===== config.mk =====
export PLATFORM = sky130hd
export DESIGN_NAME = snowv_stream_cipher
export DESIGN_NICKNAME = d
export VERILOG_FILES = /design/src/rtl/snowv_pkg.sv /design/src/rtl/snowv_ks_fifo.sv /design/src/rtl/snowv_stream_cipher.sv
export SDC_FILE = /design/constraint.sdc
export NUM_CORES = 2
export LEC_CHECK = 0
export ABC_AREA = 1
export BUFFER_PORTS_ARGS = -buffer_cell sky130_fd_sc_hd__buf_2
export CAP_MARGIN = 20
export CELL_PAD_IN_SITES_DETAIL_PLACEMENT = 0
export CELL_PAD_IN_SITES_GLOBAL_PLACEMENT = 1
export CORE_AREA = 2 2 504 506
export CTS_BUF_LIST = sky130_fd_sc_hd__clkbuf_8
export DETAILED_ROUTE_END_ITERATION = 7
export DIE_AREA = 0 0 506 508
export PLACE_DENSITY_LB_ADDON = 0.1
export REMOVE_ABC_BUFFERS = 1
export SYNTH_ARGS = -nofsm -noshare
export SYNTH_HDL_FRONTEND = slang
export SYNTH_SLANG_ARGS = --single-unit

===== constraint.sdc =====
create_clock -name clk -period 10 [get_ports clk]
set_clock_uncertainty 0.1 [all_clocks]
set_input_delay 1 -clock clk [delete_from_list [all_inputs] [get_ports clk]]
set_output_delay 1 -clock clk [all_outputs]
set_load 0.03 [all_outputs]

===== src/rtl/snowv_pkg.sv =====
// Shared definitions for the SNOW-V keystream front end.
// Field widths for key, IV, data block and block count, and the
// state encoding of the command/transfer FSM.
package snowv_pkg;

  localparam int KEY_W = 256;
  localparam int IV_W  = 128;
  localparam int BLK_W = 128;
  localparam int LEN_W = 64;

  typedef enum logic [1:0] {
    IDLE  = 2'd0,
    START = 2'd1,
    RUN   = 2'd2,
    DRAIN = 2'd3
  } snowv_state_e;

endpackage


===== src/rtl/snowv_ks_fifo.sv =====
// Keystream buffer: synchronous FIFO of BLK_W-bit words, FIFO_DEPTH deep.
// Ports:
//   clk, rst   - clock, synchronous active-high reset (empties the FIFO)
//   clr        - synchronous flush, used when a new command is accepted
//   push/wdata - write request and word; honoured when not full, or when
//                full and a pop happens in the same cycle
//   pop/rdata  - read request and current head word (no write bypass)
//   full/empty - occupancy flags
module snowv_ks_fifo
  import snowv_pkg::*;
#(
  parameter int FIFO_DEPTH = 8
) (
  input  logic             clk,
  input  logic             rst,
  input  logic             clr,
  input  logic             push,
  input  logic [BLK_W-1:0] wdata,
  input  logic             pop,
  output logic [BLK_W-1:0] rdata,
  output logic             full,
  output logic             empty
);

  localparam int AW = $clog2(FIFO_DEPTH);

  logic [BLK_W-1:0] mem [FIFO_DEPTH];
  // One extra pointer bit distinguishes full from empty.
  logic [AW:0]      wr_ptr;
  logic [AW:0]      rd_ptr;
  logic             do_push;
  logic             do_pop;

  assign empty   = (wr_ptr == rd_ptr);
  assign full    = (wr_ptr[AW] != rd_ptr[AW]) && (wr_ptr[AW-1:0] == rd_ptr[AW-1:0]);
  assign do_pop  = pop && !empty;
  assign do_push = push && (!full || do_pop);
  assign rdata   = mem[rd_ptr[AW-1:0]];

  always_ff @(posedge clk) begin
    if (rst || clr) begin
      wr_ptr <= '0;
      rd_ptr <= '0;
    end else begin
      if (do_push) wr_ptr <= wr_ptr + (AW+1)'(1);
      if (do_pop)  rd_ptr <= rd_ptr + (AW+1)'(1);
    end
  end

  always_ff @(posedge clk) begin
    if (do_push) mem[wr_ptr[AW-1:0]] <= wdata;
  end

endmodule


===== src/rtl/snowv_stream_cipher.sv =====
// SNOW-V data-path front end.
// Accepts a key/IV/length command, pulses the generator start, buffers the
// generator's non-stallable keystream and XORs it onto the data stream.
// Ports:
//   cmd_*      - command handshake (key, IV, block count); ready only in IDLE
//   gen_*      - generator control (start pulse, registered key/IV/length)
//                and keystream input (gen_valid/gen_z, no backpressure)
//   din_*      - input block stream, valid/ready
//   dout_*     - output block stream, valid/ready, last marks block len-1
//   busy       - FSM not in IDLE
//   overflow   - sticky, a keystream word was dropped on a full FIFO
module snowv_stream_cipher
  import snowv_pkg::*;
#(
  parameter int FIFO_DEPTH = 8
) (
  input  logic             clk,
  input  logic             rst,
  input  logic             cmd_valid,
  output logic             cmd_ready,
  input  logic [KEY_W-1:0] cmd_key,
  input  logic [IV_W-1:0]  cmd_iv,
  input  logic [LEN_W-1:0] cmd_len,
  output logic             gen_start,
  output logic [KEY_W-1:0] gen_key,
  output logic [IV_W-1:0]  gen_iv,
  output logic [LEN_W-1:0] gen_length,
  input  logic             gen_valid,
  input  logic [BLK_W-1:0] gen_z,
  input  logic             din_valid,
  output logic             din_ready,
  input  logic [BLK_W-1:0] din_data,
  output logic             dout_valid,
  input  logic             dout_ready,
  output logic [BLK_W-1:0] dout_data,
  output logic             dout_last,
  output logic             busy,
  output logic             overflow
);

  snowv_state_e     state;
  snowv_state_e     state_nxt;

  logic [KEY_W-1:0] key_reg;
  logic [IV_W-1:0]  iv_reg;
  logic [LEN_W-1:0] len_reg;
  logic [LEN_W-1:0] in_cnt;
  logic             ovf_reg;

  logic             cmd_fire;
  logic             din_fire;
  logic             dout_fire;
  logic             last_blk;
  logic             ks_push;
  logic             ks_full;
  logic             ks_empty;
  logic [BLK_W-1:0] ks_head;

  logic [BLK_W-1:0] data_p1;
  logic             vld_p1;
  logic             last_p1;

  assign cmd_fire  = (state == IDLE) && cmd_valid;
  assign din_ready = (state == RUN) && !ks_empty && (in_cnt < len_reg) && (!vld_p1 || dout_ready);
  assign din_fire  = din_valid && din_ready;
  assign dout_fire = vld_p1 && dout_ready;
  assign last_blk  = (in_cnt == len_reg - LEN_W'(1));
  assign ks_push   = (state == RUN) && gen_valid;

  snowv_ks_fifo #(
    .FIFO_DEPTH (FIFO_DEPTH)
  ) u_ks_fifo (
    .clk   (clk),
    .rst   (rst),
    .clr   (cmd_fire),
    .push  (ks_push),
    .wdata (gen_z),
    .pop   (din_fire),
    .rdata (ks_head),
    .full  (ks_full),
    .empty (ks_empty)
  );

  always_ff @(posedge clk) begin
    if (rst) state <= IDLE;
    else     state <= state_nxt;
  end

  always_comb begin
    state_nxt = state;
    case (state)
      IDLE:    if (cmd_fire && (cmd_len != '0)) state_nxt = START;
      START:   state_nxt = RUN;
      RUN:     if (din_fire && last_blk) state_nxt = DRAIN;
      DRAIN:   if (dout_fire && last_p1) state_nxt = IDLE;
      default: state_nxt = IDLE;
    endcase
  end

  always_ff @(posedge clk) begin
    if (rst) begin
      key_reg <= '0;
      iv_reg  <= '0;
      len_reg <= '0;
      in_cnt  <= '0;
      ovf_reg <= 1'b0;
    end else if (cmd_fire) begin
      key_reg <= cmd_key;
      iv_reg  <= cmd_iv;
      len_reg <= cmd_len;
      in_cnt  <= '0;
      ovf_reg <= 1'b0;
    end else begin
      if (din_fire) in_cnt <= in_cnt + LEN_W'(1);
      // A word arriving on a full FIFO survives only if the head leaves this cycle.
      if (ks_push && ks_full && !din_fire) ovf_reg <= 1'b1;
    end
  end

  // Stage p1: XOR of accepted block with keystream head, held until accepted
  always_ff @(posedge clk) begin
    if (rst) begin
      data_p1 <= '0;
      vld_p1  <= 1'b0;
      last_p1 <= 1'b0;
    end else if (din_fire) begin
      data_p1 <= din_data ^ ks_head;
      vld_p1  <= 1'b1;
      last_p1 <= last_blk;
    end else if (dout_fire) begin
      vld_p1  <= 1'b0;
      last_p1 <= 1'b0;
    end
  end

  assign cmd_ready  = (state == IDLE);
  assign busy       = (state != IDLE);
  assign gen_start  = (state == START);
  assign gen_key    = key_reg;
  assign gen_iv     = iv_reg;
  assign gen_length = len_reg;
  assign dout_valid = vld_p1;
  assign dout_data  = data_p1;
  assign dout_last  = last_p1;
  assign overflow   = ovf_reg;

endmodule


==> qor.csv <==
metric,value,unit
p_switching,6.99,mW
p_int,12.9,mW
critPathRequiredTime,10.50,ns
nNetsFinal,9098,
drt_iter0_drc,3583,
grt_max_degree,220,
postSynthAreaPerCell,10.1,um2
r2r_slack,5.18,ns
layout-drive-gt1-share,21.9,%
grt_util_met3,5.21,%
gp_congestion,0.874,
p_clk_share,33.6,%
hold_class,input port to register,
grt_pass1_wl,392,mm
grt_usage,20.6,%
synth_cell_types,53,
rsz0062_at_grt,no,
relSlewSlack,22.1,%
grt-ovfl-total,0,
cts_root_buf,clkbuf_8,
cts_sinks,1680,
comb_power_share,24.4,%
die_w,506,um
grt_pass1_vias,54500,
post-route-util,34.5,%
power,19.9,mW
max_freq,208,MHz
use_met1,26.5,%
sw_frac_of_total,35.2,%
cap_violations,0,
ys_warn_count,0,
core_region_area,0.252,mm2
worst_setup_path_start_kind,register,
synth_edf_count,1024,
p_seq_share,42.0,%
critPathCaptureType,register,
rows,185,
first_pass_iters,5,
p_leak,34.7,nW
postCtsSetupRepairBufs,0,
drv_slew,0,
path_max_fanout,51,
wl,276,mm
globalRouteMet2Util,34.3,%
worstPathArrival,5.32,ns
synth_top_area_share,44.8,%
numCtsBuffers,335,
cts_resized,0,
clk_pin_slew_worst_paths,0.06,ns
drc,0,
cellPowerDensity,228,mW/mm2
status,completed,
ir_worst_vdd,0.137,mV
dieArea,0.257,mm2
synth_seq_cells,1680,
avgViaCountPerCell,4.69,
nFillCells,26200,
die_y,508,um
period_minus_slack,4.82,ns
vias,56000,
io_buffer_count,1292,
busiest_layer,met2,
start_util,27.2,%
hpwl,183,mm
setup_viol,0,
syn_inst,6806,
ios,1293,
setup_tns,0,ns
ant_nets,0,
antenna_found_initial,97,
tightest_slew,1.17,ns
area_growth,26.9,%
clkLatencyLatePin,1.03,ns
cts_hold_buffers,242,
synth_seq_area_share,63.9,%
cts_buffer_depth,4,
syn-cell-area,0.0687,mm2
synth.largest_area_cell,edfxtp_1,
wl_per_cell,23.1,um
critical_path_class,register to register,
hold_viol_final,0,
ys.flop_type,edfxtp_1,
tritoncts,built,
cts_max_level,5,
async_flop_share,0,%
fin_crit_sh,48.2,%
yosys-top-cells-area,"edfxtp_1 (45%), dfxtp_1 (19%), nor2_1 (8.0%), o21ai_0 (7.9%), nand2_1 (3.7%)",
==> synthesized netlist by cell type, types with 2 or more instances <==
master	n
nand3_2	3
or2_2	21
o22ai_1	113
a21oi_1	362
and2_1	3
xnor2_1	67
nor3_1	38
dfxtp_1	656
nand3_1	87
ha_1	72
nor4_4	2
nand2_4	2
xnor3_1	3
clkbuf_1	355
nand2_1	674
a31oi_1	5
and3_1	2
a21oi_2	2
o221ai_1	107
edfxtp_1	1024
o21ai_0	1091
nor3b_1	5
nor2_4	12
inv_2	4
a21o_1	2
nor2_2	22
nor2_1	1457
nor2_8	3
o21bai_1	3
xor2_1	146
buf_1	22
a221oi_1	36
inv_1	221
nand2_2	16
nand3b_1	17
o21ai_1	26
nand4_1	40
buf_2	36
nor4_1	35
==> kinds of logic after synthesis <==
kind of cell	Yosys count	share of synthesized area, %
compound gates	1754	13.8
xor+xnor	216	2.81
fa+ha+maj	72	1.31
buf+inv	639	3.57
flops	1680	63.9
simple gates	2445	14.6
==> layout make-up <==
type | instances | area, um2 | area share [%]
antenna | 17 | 42.5 | 0.0488
clock buffer | 378 | 5200 | 5.97
clock inverter | 202 | 1040 | 1.20
inverter | 225 | 877 | 1.01
multi-input combinational | 4487 | 22500 | 25.8
sequential | 1680 | 43900 | 50.4
tap | 3366 | 4210 | 4.83
timing repair buffer | 1587 | 9440 | 10.8
==> worst max-delay path, cell delays in order, from the launching register on <==
cell and delay [ns]:
dfxtp_1 0.45, inv_1 0.09, ha_1 0.32, a21oi_1 0.16, o21ai_0 0.10, nand2_1 0.07
o211ai_1 0.10, a21oi_1 0.21, nand2_1 0.21, nand2_1 0.10, nand2_1 0.05, nand2_1 0.08
nand3_2 0.10, nand2_1 0.14, nand2_1 0.17, or2_2 0.43, nor2_4 0.62, buf_4 0.84
==> routing by layer <==
metal,vias to the layer above,wire [um]
li1,26800,-
met1,27000,119000
met2,1641,131000
met3,493,18600
met4,78,6310
met5,-,498
==> metrics by stage <==
stage	worst slack, ns	instance area [um2]	hold slack [ns]	cells
global placement	5.10	78400	0.349	11100
global route	4.77	87100	0.0574	11900
detailed placement	5.10	78400	0.355	11100
finish	5.18	87200	0.139	11900
CTS	5.02	87100	0.000165	11900
floorplan	-9.59	67100	0.370	6392
==> sequential cells by signal, summed over array words and instances (netlist names), named ones only <==
register	flops
dout_data	128
dout_last	1
dout_valid	1
gen_iv	128
gen_key	256
gen_length	64
in_cnt	64
overflow	1
state	2
u_ks_fifo.mem	1024
u_ks_fifo.rd_ptr	4
u_ks_fifo.wr_ptr	4
==> power by group through the flow <==
stage | sequential, mW | clock [mW] | combinational [mW]
after floorplan | 9.53 | 0 | 1.88
after global placement | 8.45 | 0 | 4.87
after detailed placement | 8.48 | 0 | 4.84
after CTS | 8.34 | 6.97 | 4.94
after global routing | 8.42 | 7.26 | 5.26
final | 8.34 | 6.68 | 4.85
==> cells in the final DEF (no fill, tap or decap), types with 21 or more instances in the layout <==
cell           count
xnor2_1           67
xor2_1           146
nand2_1          673
clkbuf_8         378
o21ai_1           26
ha_1              72
clkinv_2          23
o22ai_1          113
clkinv_1          23
dlygate4sd3_1    242
nor2_1          1448
a221oi_1          36
o221ai_1         107
buf_4             41
nand3_1           87
nand4_1           40
edfxtp_1        1024
nor3_1            38
nor4_1            34
dfxtp_1          653
or2_2             21
buf_2           1292
inv_1            356
a21oi_1          362
o21ai_0         1091
nor2_2            23
==> final timing paths <==
check	startpoint	to	cells after the start
max	gen_length[27]$_SDFFE_PP0P_	u_ks_fifo.mem[2][82]$_DFFE_PP_	17
min	gen_z[125]	u_ks_fifo.mem[3][125]$_DFFE_PP_	1
max reg2reg	gen_length[27]$_SDFFE_PP0P_	u_ks_fifo.mem[2][82]$_DFFE_PP_	17
min reg2reg	overflow$_SDFFE_PP0P_	overflow$_SDFFE_PP0P_	2
No activity file was read; power rests on OpenSTA's default activity.
